--- config.mk ---
export PLATFORM = sky130hd
export DESIGN_NAME = branch_unit
export DESIGN_NICKNAME = d
export VERILOG_FILES = /design/src/rtl/branch_unit_pkg.sv /design/src/rtl/branch_unit_ret_stack.sv /design/src/rtl/branch_unit.sv
export SDC_FILE = /design/constraint.sdc
export NUM_CORES = 1
export LEC_CHECK = 0
export CORE_MARGIN = 8
export CORE_UTILIZATION = 53
export DETAILED_ROUTE_END_ITERATION = 6
export PLACE_DENSITY_LB_ADDON = 0.08
export SLEW_MARGIN = 40
export SYNTH_ARGS = -nofsm -noshare
export SYNTH_HDL_FRONTEND = slang
export SYNTH_SLANG_ARGS = --single-unit
--- constraint.sdc ---
create_clock -name clk -period 3.15 [get_ports clk]
set_clock_uncertainty 0.1 [all_clocks]
set_input_delay 0.63 -clock clk [delete_from_list [all_inputs] [get_ports clk]]
set_output_delay 0.63 -clock clk [all_outputs]
set_load 0.01 [all_outputs]
--- src/rtl/branch_unit_pkg.sv ---
// rtl/branch_unit_pkg.sv - shared opcode patterns, condition codes, flag and phase indices
package branch_unit_pkg;

   // One-hot phase vector bit positions
   localparam int PHASE_W = 5;
   localparam int PH_F    = 0;
   localparam int PH_D    = 1;
   localparam int PH_X    = 2;
   localparam int PH_M    = 3;
   localparam int PH_W    = 4;

   // Flags register bit positions
   localparam int FLAGS_W = 4;
   localparam int F_S     = 3;
   localparam int F_Z     = 2;
   localparam int F_C     = 1;
   localparam int F_V     = 0;

   // Decode patterns over {op1, op2}; op2 is always a don't-care
   localparam logic [9:0] Z_JMP  = 10'b1100_0000_??;
   localparam logic [9:0] Z_JCC  = 10'b1100_0001_??;
   localparam logic [9:0] Z_CALL = 10'b1100_0010_??;
   localparam logic [9:0] Z_RET  = 10'b1100_0011_??;

   // Jcc condition codes (op3)
   localparam logic [2:0] CC_AL = 3'b000;
   localparam logic [2:0] CC_EQ = 3'b001;
   localparam logic [2:0] CC_NE = 3'b010;
   localparam logic [2:0] CC_CS = 3'b011;
   localparam logic [2:0] CC_CC = 3'b100;
   localparam logic [2:0] CC_LT = 3'b101;
   localparam logic [2:0] CC_GE = 3'b110;
   localparam logic [2:0] CC_LE = 3'b111;

   typedef enum logic [2:0] {
      BK_NONE = 3'd0,
      BK_JMP  = 3'd1,
      BK_JCC  = 3'd2,
      BK_CALL = 3'd3,
      BK_RET  = 3'd4
   } br_kind_t;

   // Classify an instruction from its opcode fields
   function automatic br_kind_t decode_kind(input logic [7:0] op1, input logic [1:0] op2);
      br_kind_t k;
      k = BK_NONE;
      casez ({op1, op2})
         Z_JMP:   k = BK_JMP;
         Z_JCC:   k = BK_JCC;
         Z_CALL:  k = BK_CALL;
         Z_RET:   k = BK_RET;
         default: k = BK_NONE;
      endcase
      return k;
   endfunction

endpackage

--- src/rtl/branch_unit_ret_stack.sv ---
// rtl/branch_unit_ret_stack.sv - circular return-address LIFO that overwrites its oldest entry when full
module ret_stack #(
   parameter int PC_W     = 8,
   parameter int RS_DEPTH = 4
) (
   input  logic            clk,
   input  logic            rst_n,
   input  logic            push,
   input  logic            pop,
   input  logic [PC_W-1:0] din,
   output logic [PC_W-1:0] dout,
   output logic            empty
);

   localparam int PTR_W = (RS_DEPTH > 1) ? $clog2(RS_DEPTH) : 1;
   localparam int CNT_W = $clog2(RS_DEPTH + 1);

   logic [PC_W-1:0]  r_mem [RS_DEPTH];
   logic [PTR_W-1:0] r_ptr;
   logic [CNT_W-1:0] r_count;
   logic [PTR_W-1:0] w_top;

   // r_ptr is the next write slot, so the top entry sits one below it
   assign w_top = r_ptr - PTR_W'(1);
   assign dout  = r_mem[w_top];
   assign empty = (r_count == '0);

   // Push wraps the pointer and overwrites the oldest slot; occupancy saturates at the depth
   always_ff @(posedge clk or negedge rst_n) begin
      if (!rst_n) begin
         r_ptr   <= '0;
         r_count <= '0;
         for (int i = 0; i < RS_DEPTH; i++) r_mem[i] <= '0;
      end else if (push) begin
         r_mem[r_ptr] <= din;
         r_ptr        <= r_ptr + PTR_W'(1);
         if (r_count != CNT_W'(RS_DEPTH)) r_count <= r_count + CNT_W'(1);
      end else if (pop && !empty) begin
         r_ptr   <= w_top;
         r_count <= r_count - CNT_W'(1);
      end
   end

endmodule

--- src/rtl/branch_unit.sv ---
// rtl/branch_unit.sv - phase-sequenced branch resolver: latch decision at decode, redirect PC at writeback
module branch_unit
   import branch_unit_pkg::*;
#(
   parameter int PC_W     = 8,
   parameter int RS_DEPTH = 4
) (
   input  logic               clk,
   input  logic               rst,
   input  logic [PHASE_W-1:0] phase,
   input  logic [7:0]         op1,
   input  logic [1:0]         op2,
   input  logic [2:0]         op3,
   input  logic [FLAGS_W-1:0] flags_in,
   input  logic [PC_W-1:0]    target,
   output logic [PC_W-1:0]    pc_out,
   output logic               taken,
   output logic               rs_err
);

   // Evaluate a Jcc condition code against the flags
   function automatic logic cond_eval(input logic [2:0] cc, input logic [FLAGS_W-1:0] fl);
      logic s, z, c, v, res;
      s   = fl[F_S];
      z   = fl[F_Z];
      c   = fl[F_C];
      v   = fl[F_V];
      res = 1'b0;
      case (cc)
         CC_AL:   res = 1'b1;
         CC_EQ:   res = z;
         CC_NE:   res = !z;
         CC_CS:   res = c;
         CC_CC:   res = !c;
         CC_LT:   res = s ^ v;
         CC_GE:   res = !(s ^ v);
         CC_LE:   res = z | (s ^ v);
         default: res = 1'b0;
      endcase
      return res;
   endfunction

   br_kind_t        r_kind;
   logic            r_dec;
   logic [PC_W-1:0] r_pc;
   logic            r_taken;
   logic            r_err;

   br_kind_t        w_kind;
   logic            w_dec;
   logic            w_one_hot;
   logic            w_d, w_w, w_f;
   logic            w_rs_empty;
   logic [PC_W-1:0] w_rs_dout;
   logic            w_ret_underflow;
   logic            w_redirect;
   logic            w_push, w_pop;
   logic [PC_W-1:0] w_pc_inc;
   logic [PC_W-1:0] w_dest;

   // Decode and condition evaluation for the instruction currently presented
   always_comb begin
      w_kind = decode_kind(op1, op2);
      w_dec  = 1'b0;
      case (w_kind)
         BK_JMP, BK_CALL, BK_RET: w_dec = 1'b1;
         BK_JCC:                  w_dec = cond_eval(op3, flags_in);
         default:                 w_dec = 1'b0;
      endcase
   end

   // Illegal (zero or multi-hot) phase vectors are ignored entirely
   assign w_one_hot = (phase != '0) && ((phase & (phase - PHASE_W'(1))) == '0);
   assign w_d       = w_one_hot && phase[PH_D];
   assign w_w       = w_one_hot && phase[PH_W];
   assign w_f       = w_one_hot && phase[PH_F];

   // A RET with nothing to pop degrades to fall-through and flags the underflow
   assign w_ret_underflow = r_dec && (r_kind == BK_RET) && w_rs_empty;
   assign w_redirect      = r_dec && !w_ret_underflow;
   assign w_push          = w_w && r_dec && (r_kind == BK_CALL);
   assign w_pop           = w_w && r_dec && (r_kind == BK_RET) && !w_rs_empty;
   assign w_pc_inc        = r_pc + PC_W'(1);
   assign w_dest          = (r_kind == BK_RET) ? w_rs_dout : target;

   // Latch at decode, apply and consume at writeback, clear taken at fetch
   always_ff @(posedge clk or negedge rst) begin
      if (!rst) begin
         r_kind  <= BK_NONE;
         r_dec   <= 1'b0;
         r_pc    <= '0;
         r_taken <= 1'b0;
         r_err   <= 1'b0;
      end else if (w_d) begin
         r_kind <= w_kind;
         r_dec  <= w_dec;
      end else if (w_w) begin
         r_pc    <= w_redirect ? w_dest : w_pc_inc;
         r_taken <= w_redirect;
         if (w_ret_underflow) r_err <= 1'b1;
         r_kind  <= BK_NONE;
         r_dec   <= 1'b0;
      end else if (w_f) begin
         r_taken <= 1'b0;
      end
   end

   ret_stack #(
      .PC_W     (PC_W),
      .RS_DEPTH (RS_DEPTH)
   ) u_ret_stack (
      .clk   (clk),
      .rst_n (rst),
      .push  (w_push),
      .pop   (w_pop),
      .din   (w_pc_inc),
      .dout  (w_rs_dout),
      .empty (w_rs_empty)
   );

   assign pc_out = r_pc;
   assign taken  = r_taken;
   assign rs_err = r_err;

endmodule

-- Yosys cells after proc, flatten, opt, wreduce, memory -nomap -nowiden
Cells that the tools add are included.
- output and inout bits: 10
- input bits: 32
- register bits after elaboration: 51
- word-level logic and storage cells: 97
- $add $sub $neg: 6
- $lt $le $gt $ge: 3
- mux-type cells: 22
- eq/ne operators: 19
- bitwise logic cells: 6
- reduce and logical (&&, ||, !) cells: 30
- operators with widths (operator ; count):
    $mux 8 ; 5
    $bwmux 32 ; 1
    $eq 8x8->1 const B ; 4
    $eq 3x3->1 const B ; 6
    $bmux 8 s2 ; 1
    $demux 8 s2 ; 1
    $eq 3x2->1 const B ; 5
    $mux 3 ; 5
    $logic_and 1x1->1 ; 13
    $pmux 3 s4 ; 1
    $add 8x1->8 const B ; 1
    $pmux 1 s8 ; 1
    $eq 3x1->1 const B ; 2
    $ge 3x3->1 const B ; 2
    $logic_not 3->1 ; 2
    $not 2->3 ; 2
    $reduce_and 2->1 ; 3
    $reduce_bool 2->1 ; 3
    $and 5x5->5 ; 1
    $logic_not 1->1 ; 5
    $logic_not 5->1 ; 1
    $reduce_bool 5->1 ; 1
    $sub 5x1->5 const B ; 1
    $mux 1 ; 4
    14 further kinds ; 15

-- Longest topological paths before layout
- depth after elaboration: 11
- mapped depth: 8
- gate-level depth less buffers: 8

-- Modules after synthesis
Synthesis repeated with hierarchy kept, for this count alone.
- cells, all modules: 237
- area total of the unflattened synthesis: 2816.5 um^2
- modules (own cells, without submodules) (module ; seq. area each (um^2) ; times used ; cells each ; area an instance (um^2)):
    ret_stack ; 925.9 ; 1 ; 116 ; 1751.7
    branch_unit ; 350.3 ; 1 ; 121 ; 1064.8

-- Least setup slack after synthesis
Ideal clock, no wire load.
- path kind: register to register
- start point: reg u_ret_stack.r_ptr[0]
- end point: reg r_pc[0] (netlist: pc_out[0])
- setup time: 0.125 ns
- setup slack: 0.772 ns
- clock period less this slack: 2.378 ns
- arrival: 2.153 ns
- cell stages (with the launch flop): 9
- path buffers: 2
- path through: dfrtp_1 -> buf_2 -> inv_1 -> ha_1 -> clkbuf_1 -> mux4_2 -> nor3b_1 -> a221oi_1 -> mux2_2
- cells in the longest elaborated chain, start to end: 7
- RTL lines (item ; RTL line ; text):
    start: declaration ; branch_unit_ret_stack.sv:19 ; logic [PTR_W-1:0] r_ptr;
    start signal: assignment ; branch_unit_ret_stack.sv:36 ; r_ptr <= r_ptr + PTR_W'(1);
    start signal: assignment ; branch_unit_ret_stack.sv:39 ; r_ptr <= w_top;
    $sub 2x1->2 ; branch_unit_ret_stack.sv:24 ; assign w_top = r_ptr - PTR_W'(1);
    via u_ret_stack.w_top[0] ; branch_unit_ret_stack.sv:21 ; logic [PTR_W-1:0] w_top;
    $not 2->3 (not written as such) ; branch_unit_ret_stack.sv:25 ; assign dout = r_mem[w_top];
    $bmux 8 s2 ; branch_unit_ret_stack.sv:25 ;
    $mux 8 (not written as such) (2 in a row) ; branch_unit_ret_stack.sv:25 ;
    $mux 8 ; branch_unit.sv:84 ; assign w_dest = (r_kind == BK_RET) ? w_rs_dout : target;
    $mux 8 ; branch_unit.sv:98 ; r_pc <= w_redirect ? w_dest : w_pc_inc;
    end signal: assignment ; branch_unit.sv:98 ;
    end: declaration ; branch_unit.sv:45 ; logic [PC_W-1:0] r_pc;
The timed path passes the listed nets, and every way through them passes these cells. The select of a mux whose other input is x is not followed.
A chain may end at the register's enable or synchronous reset.

-- Worst setup path in the final report
- start point: in phase[1]
- end point: reg u_ret_stack.r_count[2]
- cells in the longest elaborated chain, start to end: 11
- RTL lines (item ; RTL line ; text):
    start: declaration ; branch_unit.sv:10 ; input logic [PHASE_W-1:0] phase,
    $sub 5x1->5 ; branch_unit.sv:73 ; assign w_one_hot = (phase != '0) && ((phase & (phase - PHASE_W'(1))) == '0);
    $and 5x5->5 ; branch_unit.sv:73 ;
    $logic_not 5->1 ; branch_unit.sv:73 ;
    $logic_and 1x1->1 * ; branch_unit.sv:73 ;
    $logic_and 1x1->1 * ; branch_unit.sv:75 ; assign w_w = w_one_hot && phase[PH_W];
    $logic_and 1x1->1 * ; branch_unit.sv:81, branch_unit.sv:82 ;
    $logic_and 1x1->1 (2 in a row) ; branch_unit.sv:82 ; assign w_pop = w_w && r_dec && (r_kind == BK_RET) && !w_rs_empty;
    $logic_and 1x1->1 ; branch_unit_ret_stack.sv:38 ; end else if (pop && !empty) begin
    $reduce_bool 2->1 (no source line) ; -- ;
    $reduce_and 2->1 (no source line) ; -- ;
    end signal: assignment ; branch_unit_ret_stack.sv:37 ; if (r_count != CNT_W'(RS_DEPTH)) r_count <= r_count + CNT_W'(1);
    end signal: assignment ; branch_unit_ret_stack.sv:40 ; r_count <= r_count - CNT_W'(1);
    end: declaration ; branch_unit_ret_stack.sv:20 ; logic [CNT_W-1:0] r_count;
Every way passes the cells marked *; elsewhere a longest branch is shown, timed or not.

==> results.cfg <==
[global_route]
grt_use_total = 0.170
grt_pass1_wl_um = 9850
grt_pass1_vias = 1983
grt_start_max_net_pins = 24
grt_antenna_before_repair = 0
grt-ovfl-total = 0

[floorplan]
rows = 25
ios = 42
initial_core_util = 0.549
die_x_um = 86.0
die_h_um = 86.0
coreArea_um2 = 4720
dieArea_um2 = 7390

[route]
vias_per_cell = 5.49
vias = 2013
firstDrtPassIters = 4
ant_nets = 0
routed_wl_um = 5860
drtIter0Drc = 98
drc = 0
wl_per_cell_um = 16.0

[clocking]
clk_latency_ns = 0.30
clockBufferDepth = 2
clockRootBuffer = clkbuf_8
postCtsSetupRepairBufs = 0
cts.clk_slew.worst_paths_ns = 0.09
htree_num_levels = 2
clock_sinks = 51
numCtsBuffers = 5
tritoncts = done
cts_resized = 0
cts_hold_buf = 0

[status]
status = finished, final reports clean

[synthesis]
synth_nets = 293
synth_cell_types = 38
synth_top_area_cell = dfrtp_1
ys_ff_latch = 51
yosys_warnings = 0
syn_area_um2 = 2590
yosysSeqAreaShare = 0.492
avgSynthCellArea_um2 = 10.2
yosysTopAreaCellShare = 0.492
syn_inst = 255
synthTopCellsByArea = dfrtp_1 49%, o21ai_0 7.1%, mux4_2 6.9%

[finish]
final_area_um2 = 3170
antenna_cells = 0
final_common_cell = dfrtp_1
final_cell_mix = 51 x dfrtp_1, 46 x nand2_1, 38 x clkdlybuf4s50_1, 37 x o21ai_0, 16 x nor2_1
nFillCells = 392
areaGrowthSynthToFinish_pct = 22.1
layout.area.seq_um2 = 1280
final_nets = 338
drive_gt1_frac = 0.127
post-route-util = 0.671
multi_input_area_um2 = 1260
final_cells = 367

[setup_path]
cp-end-kind = register
required_ns = 3.23
critPathArrivalTime_ns = 2.65
start_kind = input pin
critPathSlowestCell = clkdlybuf4s50_1
worstSetupPathType = in2reg
worst-path-max-fanout = 6
crit_chain = clkdlybuf4s50_1 > or3_4 > nor3_4 > xnor2_1 > ha_1 > nor2_1 > a22o_1 > a21oi_1 > a31oi_1
cpPeakStageDelay_ns = 0.45

[power]
power.density_nw_per_um2 = 453
total_power_mw = 1.44
p_leak_nw = 1.33
ir_worst_vdd_mv = 0.355

[sta]
post-route-period-util = 0.815
hold_viol = 0
max_slew.worst_pin.slew_ns = 0.479
finalSetupViolations = 0
max_freq_mhz = 390
fin_ws_ns = 0.583
whs_ns = 0.106
fin_tns_setup_ns = 0
finalMaxSlewViolations = 0
finalCriticalPeriod_ns = 2.57
rsz0062_at_grt = false
max_slew_margin = 0.680

[placement]
port_buffers = 39
placedCellCount = 360
place_congestion = 0.795
dp_hpwl_um = 4360
dpl_cell_area_um2 = 3080
dp_slack_ns = 0.254

[hold_path]
hp-class = in2async

[job]
maxCapViolations = 0
==> metal layers <==
| metal | vias up | global-route usage | share of wire |
|---|---|---|---|
| met5 | - | 0 | 0 |
| met4 | 0 | 0.0382 | 0.0026 |
| met3 | 2 | 0.0411 | 0.054 |
| met2 | 45 | 0.278 | 0.50 |
| met1 | 959 | 0.221 | 0.44 |
| li1 | 1007 | - | - |
==> final timing paths <==
kind                                        from                     end  slack, ns  cells after the start
min                                          rst               pc_out[6]       0.11                      1
min reg2reg                u_ret_stack.r_mem[27]   u_ret_stack.r_mem[27]       0.38                      2
max in group asynchronous                    rst               r_kind[1]       2.24                      2
max reg2reg                 u_ret_stack.r_ptr[1]               pc_out[0]       0.90                      6
max                                     phase[1]  u_ret_stack.r_count[2]       0.58                      9
min in group clk           u_ret_stack.r_mem[27]   u_ret_stack.r_mem[27]       0.38                      2
==> logic make-up after synthesis <==
kind of cell / synth area share
muxes: 0.0998
AOI/OAI and AO/OA: 0.158
buffers and inverters: 0.0222
adders and majority gates: 0.0289
and+or+nand+nor: 0.159
xor gates and xnor gates: 0.0405
DFF: 0.492
==> critical path, delay by kind of cell <==
family                     cells  cell delay [ns]
AOI/OAI and AO/OA              3             0.39
xor gates and xnor gates       1             0.16
adders and majority gates      1             0.20
buffers and inverters          1             0.45
and+or+nand+nor                3             0.82
==> sequential cells by signal, summed over array words and instances (netlist names) <==
register / flops
pc_out: 8
r_dec: 1
r_kind: 3
rs_err: 1
taken: 1
u_ret_stack.r_count: 3
u_ret_stack.r_mem: 32
u_ret_stack.r_ptr: 2
==> layout make-up <==
cell class	count	share of cell area
clock buffers	6	0.0261
flip-flops and latches	51	0.403
repair buffers	47	0.141
inverters	4	0.00474
well taps	67	0.0265
multi-input cells	191	0.398
clock inverters	1	0.00158
==> cell usage after synthesis, drive strengths merged <==
cell type / instances
mux2: 7
nand3: 8
nor3: 4
a31o: 1
ha: 6
mux4: 8
a221oi: 5
buf: 7
clkbuf: 2
nand2: 47
or3: 2
nand3b: 2
o21ai: 40
a31oi: 3
inv: 4
nor3b: 3
o31ai: 1
nor2b: 1
o221ai: 1
dfrtp: 51
or3b: 1
xnor2: 6
nor2: 16
nor4b: 1
a21oi: 8
a2111oi: 1
a22o: 2
a22oi: 1
o22ai: 7
and3: 2
xor2: 6
and2: 1
==> where the power goes <==
| group | internal (mW) | switching, mW |
|---|---|---|
| registers | 0.690 | 0.0557 |
| clock network | 0.173 | 0.207 |
| logic | 0.162 | 0.148 |
| total | 1.03 | 0.411 |
Note: power is estimated with default switching activity, not from simulation.
